`config.mk`:
```
export PLATFORM = sky130hd
export DESIGN_NAME = divmod_seq_flat
export DESIGN_NICKNAME = d
export VERILOG_FILES = /design/src/rtl/divmod_if.sv /design/src/rtl/divmod_seq.sv /design/src/flat_wrapper.sv
export SDC_FILE = /design/constraint.sdc
export NUM_CORES = 1
export LEC_CHECK = 0
export ABC_AREA = 1
export CORE_MARGIN = 5
export CORE_UTILIZATION = 34
export DETAILED_ROUTE_END_ITERATION = 8
export PLACE_DENSITY = 0.49
export SETUP_SLACK_MARGIN = 0.5
export SYNTH_ARGS = -nofsm -noshare
export SYNTH_HDL_FRONTEND = slang
export SYNTH_SLANG_ARGS = --single-unit
```
`constraint.sdc`:
```
create_clock -name clk -period 3.2 [get_ports clk]
set_input_delay 0.64 -clock clk [delete_from_list [all_inputs] [get_ports clk]]
set_output_delay 0.64 -clock clk [all_outputs]
set_load 0.02 [all_outputs]
```
`src/rtl/divmod_if.sv`:
```
// Operand/result bundle for the sequential divider.
// A request is taken when start=1 on a rising edge in IDLE; done pulses for one cycle when the results are valid.
interface divmod_if #(
    parameter int WIDTH = 32
);
    logic             start;
    logic             sgn;
    logic [WIDTH-1:0] dividend;
    logic [WIDTH-1:0] divisor;
    logic [WIDTH-1:0] quo;
    logic [WIDTH-1:0] rem;
    logic             busy;
    logic             done;
    logic             div0;
    logic [1:0]       dbg_state;

    modport master (
        output start, sgn, dividend, divisor,
        input  quo, rem, busy, done, div0, dbg_state
    );

    modport slave (
        input  start, sgn, dividend, divisor,
        output quo, rem, busy, done, div0, dbg_state
    );
endinterface

```
`src/rtl/divmod_seq.sv`:
```
// Sequential signed/unsigned divider: one non-restoring step per cycle,
// followed by remainder correction and sign fix-up.
module divmod_seq #(
    parameter int WIDTH = 32
) (
    input  logic     clk,
    input  logic     rst,
    divmod_if.slave  bus
);
    localparam int CW = $clog2(WIDTH + 1);

    typedef enum logic [1:0] {
        IDLE = 2'd0,
        CALC = 2'd1,
        FIX  = 2'd2,
        DONE = 2'd3
    } state_e;

    state_e           state_q, state_d;
    logic [CW-1:0]    cnt_q, cnt_d;
    logic [WIDTH:0]   r_q, r_d;
    logic [WIDTH-1:0] q_q, q_d;
    logic [WIDTH-1:0] d_q, d_d;
    logic [WIDTH-1:0] quo_q, quo_d;
    logic [WIDTH-1:0] rem_q, rem_d;
    logic             quo_neg_q, quo_neg_d;
    logic             rem_neg_q, rem_neg_d;
    logic             zero_q, zero_d;
    logic             div0_q, div0_d;

    logic [WIDTH-1:0] dvd_mag;
    logic [WIDTH-1:0] dvs_mag;
    logic             dvs_zero;
    logic [WIDTH:0]   d_ext;
    logic [WIDTH:0]   r_sh;
    logic [WIDTH:0]   r_step;
    logic [WIDTH:0]   r_fix;
    logic [WIDTH-1:0] quo_fixed;
    logic [WIDTH-1:0] rem_fixed;
    logic             last_step;
    logic             fix_commit;

    // State register (all flops).
    always_ff @(posedge clk) begin
        if (rst) begin
            state_q   <= IDLE;
            cnt_q     <= '0;
            r_q       <= '0;
            q_q       <= '0;
            d_q       <= '0;
            quo_q     <= '0;
            rem_q     <= '0;
            quo_neg_q <= 1'b0;
            rem_neg_q <= 1'b0;
            zero_q    <= 1'b0;
            div0_q    <= 1'b0;
        end else begin
            state_q   <= state_d;
            cnt_q     <= cnt_d;
            r_q       <= r_d;
            q_q       <= q_d;
            d_q       <= d_d;
            quo_q     <= quo_d;
            rem_q     <= rem_d;
            quo_neg_q <= quo_neg_d;
            rem_neg_q <= rem_neg_d;
            zero_q    <= zero_d;
            div0_q    <= div0_d;
        end
    end

    always_comb begin
        dvd_mag    = (bus.sgn && bus.dividend[WIDTH-1]) ? -bus.dividend : bus.dividend;
        dvs_mag    = (bus.sgn && bus.divisor[WIDTH-1])  ? -bus.divisor  : bus.divisor;
        dvs_zero   = (bus.divisor == '0);
        d_ext      = {1'b0, d_q};
        r_sh       = {r_q[WIDTH-1:0], q_q[WIDTH-1]};
        r_step     = r_q[WIDTH] ? (r_sh + d_ext) : (r_sh - d_ext);
        r_fix      = r_q[WIDTH] ? (r_q + d_ext) : r_q;
        quo_fixed  = quo_neg_q ? -q_q : q_q;
        rem_fixed  = rem_neg_q ? -r_q[WIDTH-1:0] : r_q[WIDTH-1:0];
        last_step  = (cnt_q == CW'(WIDTH - 1));
        fix_commit = (cnt_q == CW'(1));
    end

    // Next-state logic. A zero divisor skips CALC and lands directly on the
    // commit phase of FIX, so it completes one edge after it was accepted.
    always_comb begin
        state_d = state_q;
        case (state_q)
            IDLE: if (bus.start) state_d = dvs_zero ? FIX : CALC;
            CALC: if (last_step) state_d = FIX;
            FIX:  if (fix_commit) state_d = DONE;
            DONE: state_d = IDLE;
            default: state_d = IDLE;
        endcase
    end

    // Datapath updates. FIX spends cnt=0 on remainder correction and cnt=1
    // on committing the sign-adjusted results.
    always_comb begin
        cnt_d     = cnt_q;
        r_d       = r_q;
        q_d       = q_q;
        d_d       = d_q;
        quo_d     = quo_q;
        rem_d     = rem_q;
        quo_neg_d = quo_neg_q;
        rem_neg_d = rem_neg_q;
        zero_d    = zero_q;
        div0_d    = div0_q;
        case (state_q)
            IDLE: begin
                if (bus.start) begin
                    r_d       = '0;
                    q_d       = dvs_zero ? bus.dividend : dvd_mag;
                    d_d       = dvs_mag;
                    quo_neg_d = bus.sgn & (bus.dividend[WIDTH-1] ^ bus.divisor[WIDTH-1]);
                    rem_neg_d = bus.sgn & bus.dividend[WIDTH-1];
                    zero_d    = dvs_zero;
                    div0_d    = 1'b0;
                    cnt_d     = dvs_zero ? CW'(1) : '0;
                end
            end
            CALC: begin
                r_d   = r_step;
                q_d   = {q_q[WIDTH-2:0], ~r_step[WIDTH]};
                cnt_d = last_step ? '0 : cnt_q + 1'b1;
            end
            FIX: begin
                if (!fix_commit) begin
                    r_d   = r_fix;
                    cnt_d = CW'(1);
                end else begin
                    cnt_d = '0;
                    if (zero_q) begin
                        quo_d  = '1;
                        rem_d  = q_q;
                        div0_d = 1'b1;
                    end else begin
                        quo_d  = quo_fixed;
                        rem_d  = rem_fixed;
                    end
                end
            end
            DONE: begin
                cnt_d = '0;
            end
            default: begin
                cnt_d = '0;
            end
        endcase
    end

    // Outputs.
    always_comb begin
        bus.quo       = quo_q;
        bus.rem       = rem_q;
        bus.div0      = div0_q;
        bus.busy      = (state_q == CALC) || (state_q == FIX);
        bus.done      = (state_q == DONE);
        bus.dbg_state = state_q;
    end
endmodule
```
`src/flat_wrapper.sv`:
```
// flat-port wrapper written by rule: the top's interface ports become plain ports
module divmod_seq_flat 
#(
    parameter int WIDTH = 32
)
  (clk, rst, bus_start, bus_sgn, bus_dividend, bus_divisor, bus_quo, bus_rem, bus_busy, bus_done, bus_div0, bus_dbg_state);
  divmod_if #(.WIDTH(WIDTH)) bus_i ();
  input  logic clk;
  input  logic rst;
  input wire logic [$bits(bus_i.start)-1:0] bus_start;
  input wire logic [$bits(bus_i.sgn)-1:0] bus_sgn;
  input wire logic [$bits(bus_i.dividend)-1:0] bus_dividend;
  input wire logic [$bits(bus_i.divisor)-1:0] bus_divisor;
  output wire logic [$bits(bus_i.quo)-1:0] bus_quo;
  output wire logic [$bits(bus_i.rem)-1:0] bus_rem;
  output wire logic [$bits(bus_i.busy)-1:0] bus_busy;
  output wire logic [$bits(bus_i.done)-1:0] bus_done;
  output wire logic [$bits(bus_i.div0)-1:0] bus_div0;
  output wire logic [$bits(bus_i.dbg_state)-1:0] bus_dbg_state;
  assign bus_i.start = bus_start;
  assign bus_i.sgn = bus_sgn;
  assign bus_i.dividend = bus_dividend;
  assign bus_i.divisor = bus_divisor;
  assign bus_quo = bus_i.quo;
  assign bus_rem = bus_i.rem;
  assign bus_busy = bus_i.busy;
  assign bus_done = bus_i.done;
  assign bus_div0 = bus_i.div0;
  assign bus_dbg_state = bus_i.dbg_state;
  divmod_seq #(.WIDTH(WIDTH)) u_core (.clk(clk), .rst(rst), .bus(bus_i));
endmodule
```
# Yosys cells after proc, flatten, opt, wreduce, memory -nomap -nowiden
# Index checks and enable logic that the tools add are counted.
[classes]
addsub = 8
n_eq_ne = 11
muxes = 28
n_bitwise = 4
n_reduce_logical = 15
[ops]
columns = ["op", "count"]
rows = [
  ["2-to-1 mux 32 bit", 8],
  ["2-to-1 mux 33 bit", 4],
  ["negation 32 bit", 4],
  ["case mux 33 bit (3 select lines)", 1],
  ["adder 33 x 32 -> 33 bit", 2],
  ["case mux 32 bit (2 select lines)", 1],
  ["subtractor 33 x 32 -> 33 bit", 1],
  ["zero test 32 bit", 1],
  ["case mux 6 bit (4 select lines)", 1],
  ["2-to-1 mux 6 bit", 2],
  ["2-to-1 mux 2 bit", 4],
  ["!= test 2 x 1 -> 1 bit, second input constant", 4],
  ["case mux 2 bit (4 select lines)", 1],
  ["AND reduction 4 bit", 2],
  ["adder 6 x 1 -> 6 bit, second input constant", 1],
  ["equality test 6 x 1 -> 1 bit, second input constant", 1],
  ["equality test 6 x 5 -> 1 bit, second input constant", 1],
  ["AND reduction 2 bit", 3],
  ["AND reduction 3 bit", 2],
  ["2-to-1 mux 1 bit", 5],
  ["equality test 2 bit, second input constant", 2],
  ["!= test 2 bit, second input constant", 2],
  ["nonzero test 2 bit", 2],
  ["nonzero test 3 bit", 1],
  ["8 further kinds", 10],
]
[word_totals]
regBits = 173
input_bits = 68
out_inout_bits = 69
elab_cells = 78

# Depth between registers and ports, before layout
[logic_depth]
depth_word = 5
depth_mapped = 24
ltp_nobuf = 24

# Worst setup path after synthesis
# OpenSTA, ideal clock, no wires.
[synth_path]
kind = "register -> register"
startpoint = "reg u_core.d_q[1]"
endpoint = "reg u_core.r_q[32]"
setup_ns = 0.134
t_arrival_ns = 2.644
required_ns = 3.066
path_slack_ns = 0.422
path_stages_with_launch = 21
path_buffers = 0
synth_period_minus_slack_ns = 2.778
cell_sequence = "dfxtp_1 > inv_1 > ha_1 > nand2_1 > nor4_2 > nor2_1 > a21oi_1 > nand2_1 > xor2_1 > ha_1 > nand2_1 > nor2_1 > nand2_1 > nor2_1 > nand2_1 > nand2_1 > nand2_1 > nand3_1 > nand2_1 > nand2_1 > a21oi_1"
[synth_between]
elab_chain_cells = 4
word_cells_on_any_way = 7
classes_between = "3 x add/sub; 4 x mux"
[synth_lines]
columns = ["item", "line_no", "rtl"]
rows = [
  ["start, declared", "divmod_seq.sv:23", "logic [WIDTH-1:0] d_q, d_d;"],
  ["start signal, assigned", "divmod_seq.sv:50", "d_q <= '0;"],
  ["start signal, assigned", "divmod_seq.sv:62", "d_q <= d_d;"],
  ["adder 33 x 32 -> 33 bit", "divmod_seq.sv:79", "r_fix = r_q[WIDTH] ? (r_q + d_ext) : r_q;"],
  ["2-to-1 mux 33 bit", "divmod_seq.sv:79", ""],
  ["2-to-1 mux 33 bit", "divmod_seq.sv:131", "if (!fix_commit) begin"],
  ["case mux 33 bit (3 select lines) *", "divmod_seq.sv:112", "case (state_q)"],
  ["end signal, assigned", "divmod_seq.sv:60", "r_q <= r_d;"],
  ["end, declared", "divmod_seq.sv:21", "logic [WIDTH:0] r_q, r_d;"],
]
# Every way passes the cells marked *; elsewhere a longest branch is shown, timed or not. The select of a mux whose other input is x is not followed.
# A chain may end at the register's enable or synchronous reset.

# Final worst setup path
[layout_path]
startpoint = "reg u_core.d_q[23]"
endpoint = "reg u_core.r_q[32]"
# The elaborated chain is that of the path after synthesis.

==> flow_metrics.tcl <==
set metrics [dict create \
    outcome "completed" \
    comb_power_share_pct 65.2 \
    seqPwrFrac_pct 20.0 \
    portBuffers 136 \
    cts_tree "done" \
    ys_warn_count 0 \
    place_ws_ns -0.0733 \
    yosys-top-cells-area "dfxtp_1 (21%), nand2_1 (21%), inv_1 (8.7%)" \
    gp_congestion 0.943 \
    vdd_drop_max_mv 0.421 \
    startpoint "u_core.d_q[23]$_SDFFE_PP0P_" \
    synth_flop_cell "dfxtp_1" \
    fin_area_um2 20700 \
    ys_seq_area_share_pct 21.1 \
    worst_r2r_endpoint "u_core.r_q[32]$_SDFFE_PP0P_" \
    final.setup.worst_slack_ns 0.0852 \
    grt_start_max_net_pins 119 \
    power.leakage_nw 9.73 \
    worstPathArrival_ns 3.44 \
    areaGrowthSynthToFinish_pct 26.0 \
    fp.dieW_um 230 \
    cts.sinks 173 \
    nets 3184 \
    n_antenna_cell 0 \
    dr.pass1.iters 5 \
    ys_types 59 \
    std_cell_rows 80 \
    worstMarginPinSlew_ns 1.03 \
    io_pins 137 \
    min_period_over_period_pct 97.3 \
    drc 0 \
    finClkSkew_ns 0.0208 \
    period_minus_slack_ns 3.11 \
    switching_share_pct 52.3 \
    synth_top_cell_by_area "dfxtp_1" \
    min_to "u_core.bus.rem[21]$_SDFFE_PP0P_" \
    drt_iter0_markers 1612 \
    reg2regPathDepth 17 \
    r2r_setup_slack_ns 0.09 \
    antenna_found_initial 1 \
    syn_inst 2848 \
    grt.total_usage_pct 25.9 \
    h-tree-depth 4 \
    place_hpwl_mm 56.6 \
    endpoint_kind "register" \
    synth_area_um2 16400 \
    max_freq_ghz 0.321 \
    ys_seq_elements 173 \
    clk_latency_ns 0.47 \
    hold-path-cell-count 2 \
    drtAntennaViolNets 0 \
    syn_area_per_cell_um2 5.76 \
    grt.overflow.total 0 \
    p_switching_mw 8.00 \
    syn-num-nets 2993 \
    hp-start "u_core.bus.rem[21]$_SDFFE_PP0P_" \
    design.die.area_um2 52700 \
    vias 19000 \
    fin_util_pct 43.3 \
    grt_pass1_wl_mm 106 \
    grt_pass1_vias 17800 \
    hold_class "register to register" \
    initial_core_util_pct 34.4 \
    clk_pin_slew_ns 0.07 \
    crit_required_ns 3.53 \
    rsz0062_at_grt "true" \
    slew_violations 0 \
    synth_top_area_share_pct 21.1 \
    worstSetupStartpointType "register" \
    wl_mm 70.4 \
    clkPwrFrac_pct 14.7 \
    power.density_nw_per_um2 739 \
    worstReg2RegStart "u_core.d_q[23]$_SDFFE_PP0P_" \
    clockBufferDepth 2 \
    clock-root-buffer "clkbuf_16" \
    vias_per_cell 5.17 \
    crit_type "register to register" \
    wl_per_cell_um 19.2 \
    drv_cap 0 \
    fillers 5183 \
    setup_viol 0 \
    cp_max_fo 6 \
    fp.dieH_um 230 \
    intPower_mw 7.29 \
    relSlewSlack_pct 31.3 \
    synth-edff-count 0 \
    multi_input_area_um2 11900 \
    placed_area_um2 19000 \
    cts_buffers 17 \
    register_area_um2 3480 \
    finalHoldViolations 0 \
    async_flop_share_pct 0 \
    core_area_um2 47700 \
    drive_above_1_share_pct 14.0 \
]
worst max-delay path by stage:
| stage | endpoint | slack [ns] | cells past startpoint |
|---|---|---|---|
| global route | u_core.r_q[32]$_SDFFE_PP0P_ | -0.14 | 24 |
| finish | u_core.r_q[32]$_SDFFE_PP0P_ | 0.09 | 17 |
| floorplan | u_core.r_q[32]$_SDFFE_PP0P_ | 0.51 | 22 |
| global placement | u_core.r_q[32]$_SDFFE_PP0P_ | -0.03 | 22 |
| CTS | u_core.r_q[32]$_SDFFE_PP0P_ | 0.08 | 22 |
| detailed placement | u_core.r_q[27]$_SDFFE_PP0P_ | -0.07 | 21 |
worst max-delay path, stage by stage (launching register included):
cell and delay (ns):
dfxtp_1 0.45, nor4_1 0.68, nand3_1 0.17, nand2_1 0.19
nand2_4 0.07, xor2_2 0.15, ha_1 0.35, nand2_2 0.08
nor2_2 0.13, nand2_1 0.09, nor2_1 0.17, nand2_1 0.08
nand2_1 0.06, nand2_1 0.07, nand3_2 0.08, nand2_1 0.07
nand2_1 0.06, a21oi_1 0.05
logic make-up after synthesis:
kind of cell    Yosys count  synth area share, %
fa+ha+maj                77                 5.96
xor+xnor                 81                 4.32
compound gates          509                 16.9
simple gates           1517                 40.1
flops                   173                 21.1
buf+inv                 491                 11.6
area by class of cell:
cell class	instances	area share (%)
inverter	395	7.20
multi-input combinational	2184	57.4
clock inverter	15	0.859
tap	615	3.72
clock buffer	17	2.06
timing repair buffer	268	11.9
sequential	173	16.8
power groups by stage:
stage,clock [mW],sequential [mW],combinational [mW]
floorplan,0,2.91,5.52
global placement,0,3.07,8.36
detailed placement,0,3.07,8.36
CTS,2.30,3.03,9.34
global route,2.38,3.10,11.0
finish,2.25,3.06,9.97
cells in the final DEF, fill, tap and decap left out, drive strengths merged, types with 18 or more instances in the layout:
cell type      instances
xor2                  63
dfxtp                173
ha                    75
xnor2                 18
buf                  133
o21ai                166
nor3                  30
nand3                204
nor2                 271
a21oi                270
clkdlybuf4s50        135
nand2                903
nand3b                25
inv                  399
nand4                 48
Yosys cell counts, drive strengths merged (2+ instances only):
master  number
o22ai        3
fa           2
nor3        30
nor4        17
inv        391
a21o         3
o31ai        6
o21a         4
xnor2       18
dfxtp      173
xor2        63
a21oi      270
clkinv       4
or2         10
a31oi       16
o21ai      166
o221ai       8
buf         27
ha          75
nand3      204
o211ai      17
nor2       271
and3         3
a221oi       3
clkbuf      69
nand2      903
o21bai       8
and2         4
nand4       48
nand3b      25
registers in the layout (all words and copies together) (netlist names):
signal                cells
u_core.d_q               32
u_core.zero_q             1
u_core.bus.dbg_state      2
u_core.bus.quo           32
u_core.quo_neg_q          1
u_core.q_q               32
u_core.rem_neg_q          1
u_core.cnt_q              6
u_core.bus.div0           1
u_core.r_q               33
u_core.bus.rem           32
metal layers:
| layer | global-route usage (%) | share of wire, % | wire [um] |
|---|---|---|---|
| met5 | 0 | 0 | 0 |
| met4 | 7.01 | 2.7 | 1890 |
| met3 | 3.08 | 4.8 | 3370 |
| met2 | 41.0 | 44 | 31100 |
| met1 | 37.4 | 48 | 34000 |
per-stage QoR:
step / total power, mW / hold slack (ns) / setup TNS [ns] / std cells
after floorplan: 8.42 / 0.445 / 0 / 2848
after global placement: 11.4 / 0.454 / -0.0263 / 3602
after CTS: 14.7 / 0.466 / 0 / 3658
final: 15.3 / 0.466 / 0 / 3667
after global routing: 16.5 / 0.487 / -0.849 / 3667
after detailed placement: 11.4 / 0.455 / -0.126 / 3602
what timing repair did:
action / CTS / global route
pin swaps: 61 / 53
buffers inserted: 24 / 9
endpoints found under the hold margin: 0 / 0
setup endpoints to repair: 25 / 28
hold buffers: 0 / 0
resized for setup: 136 / 101
Power figures use the tool's default switching activity.
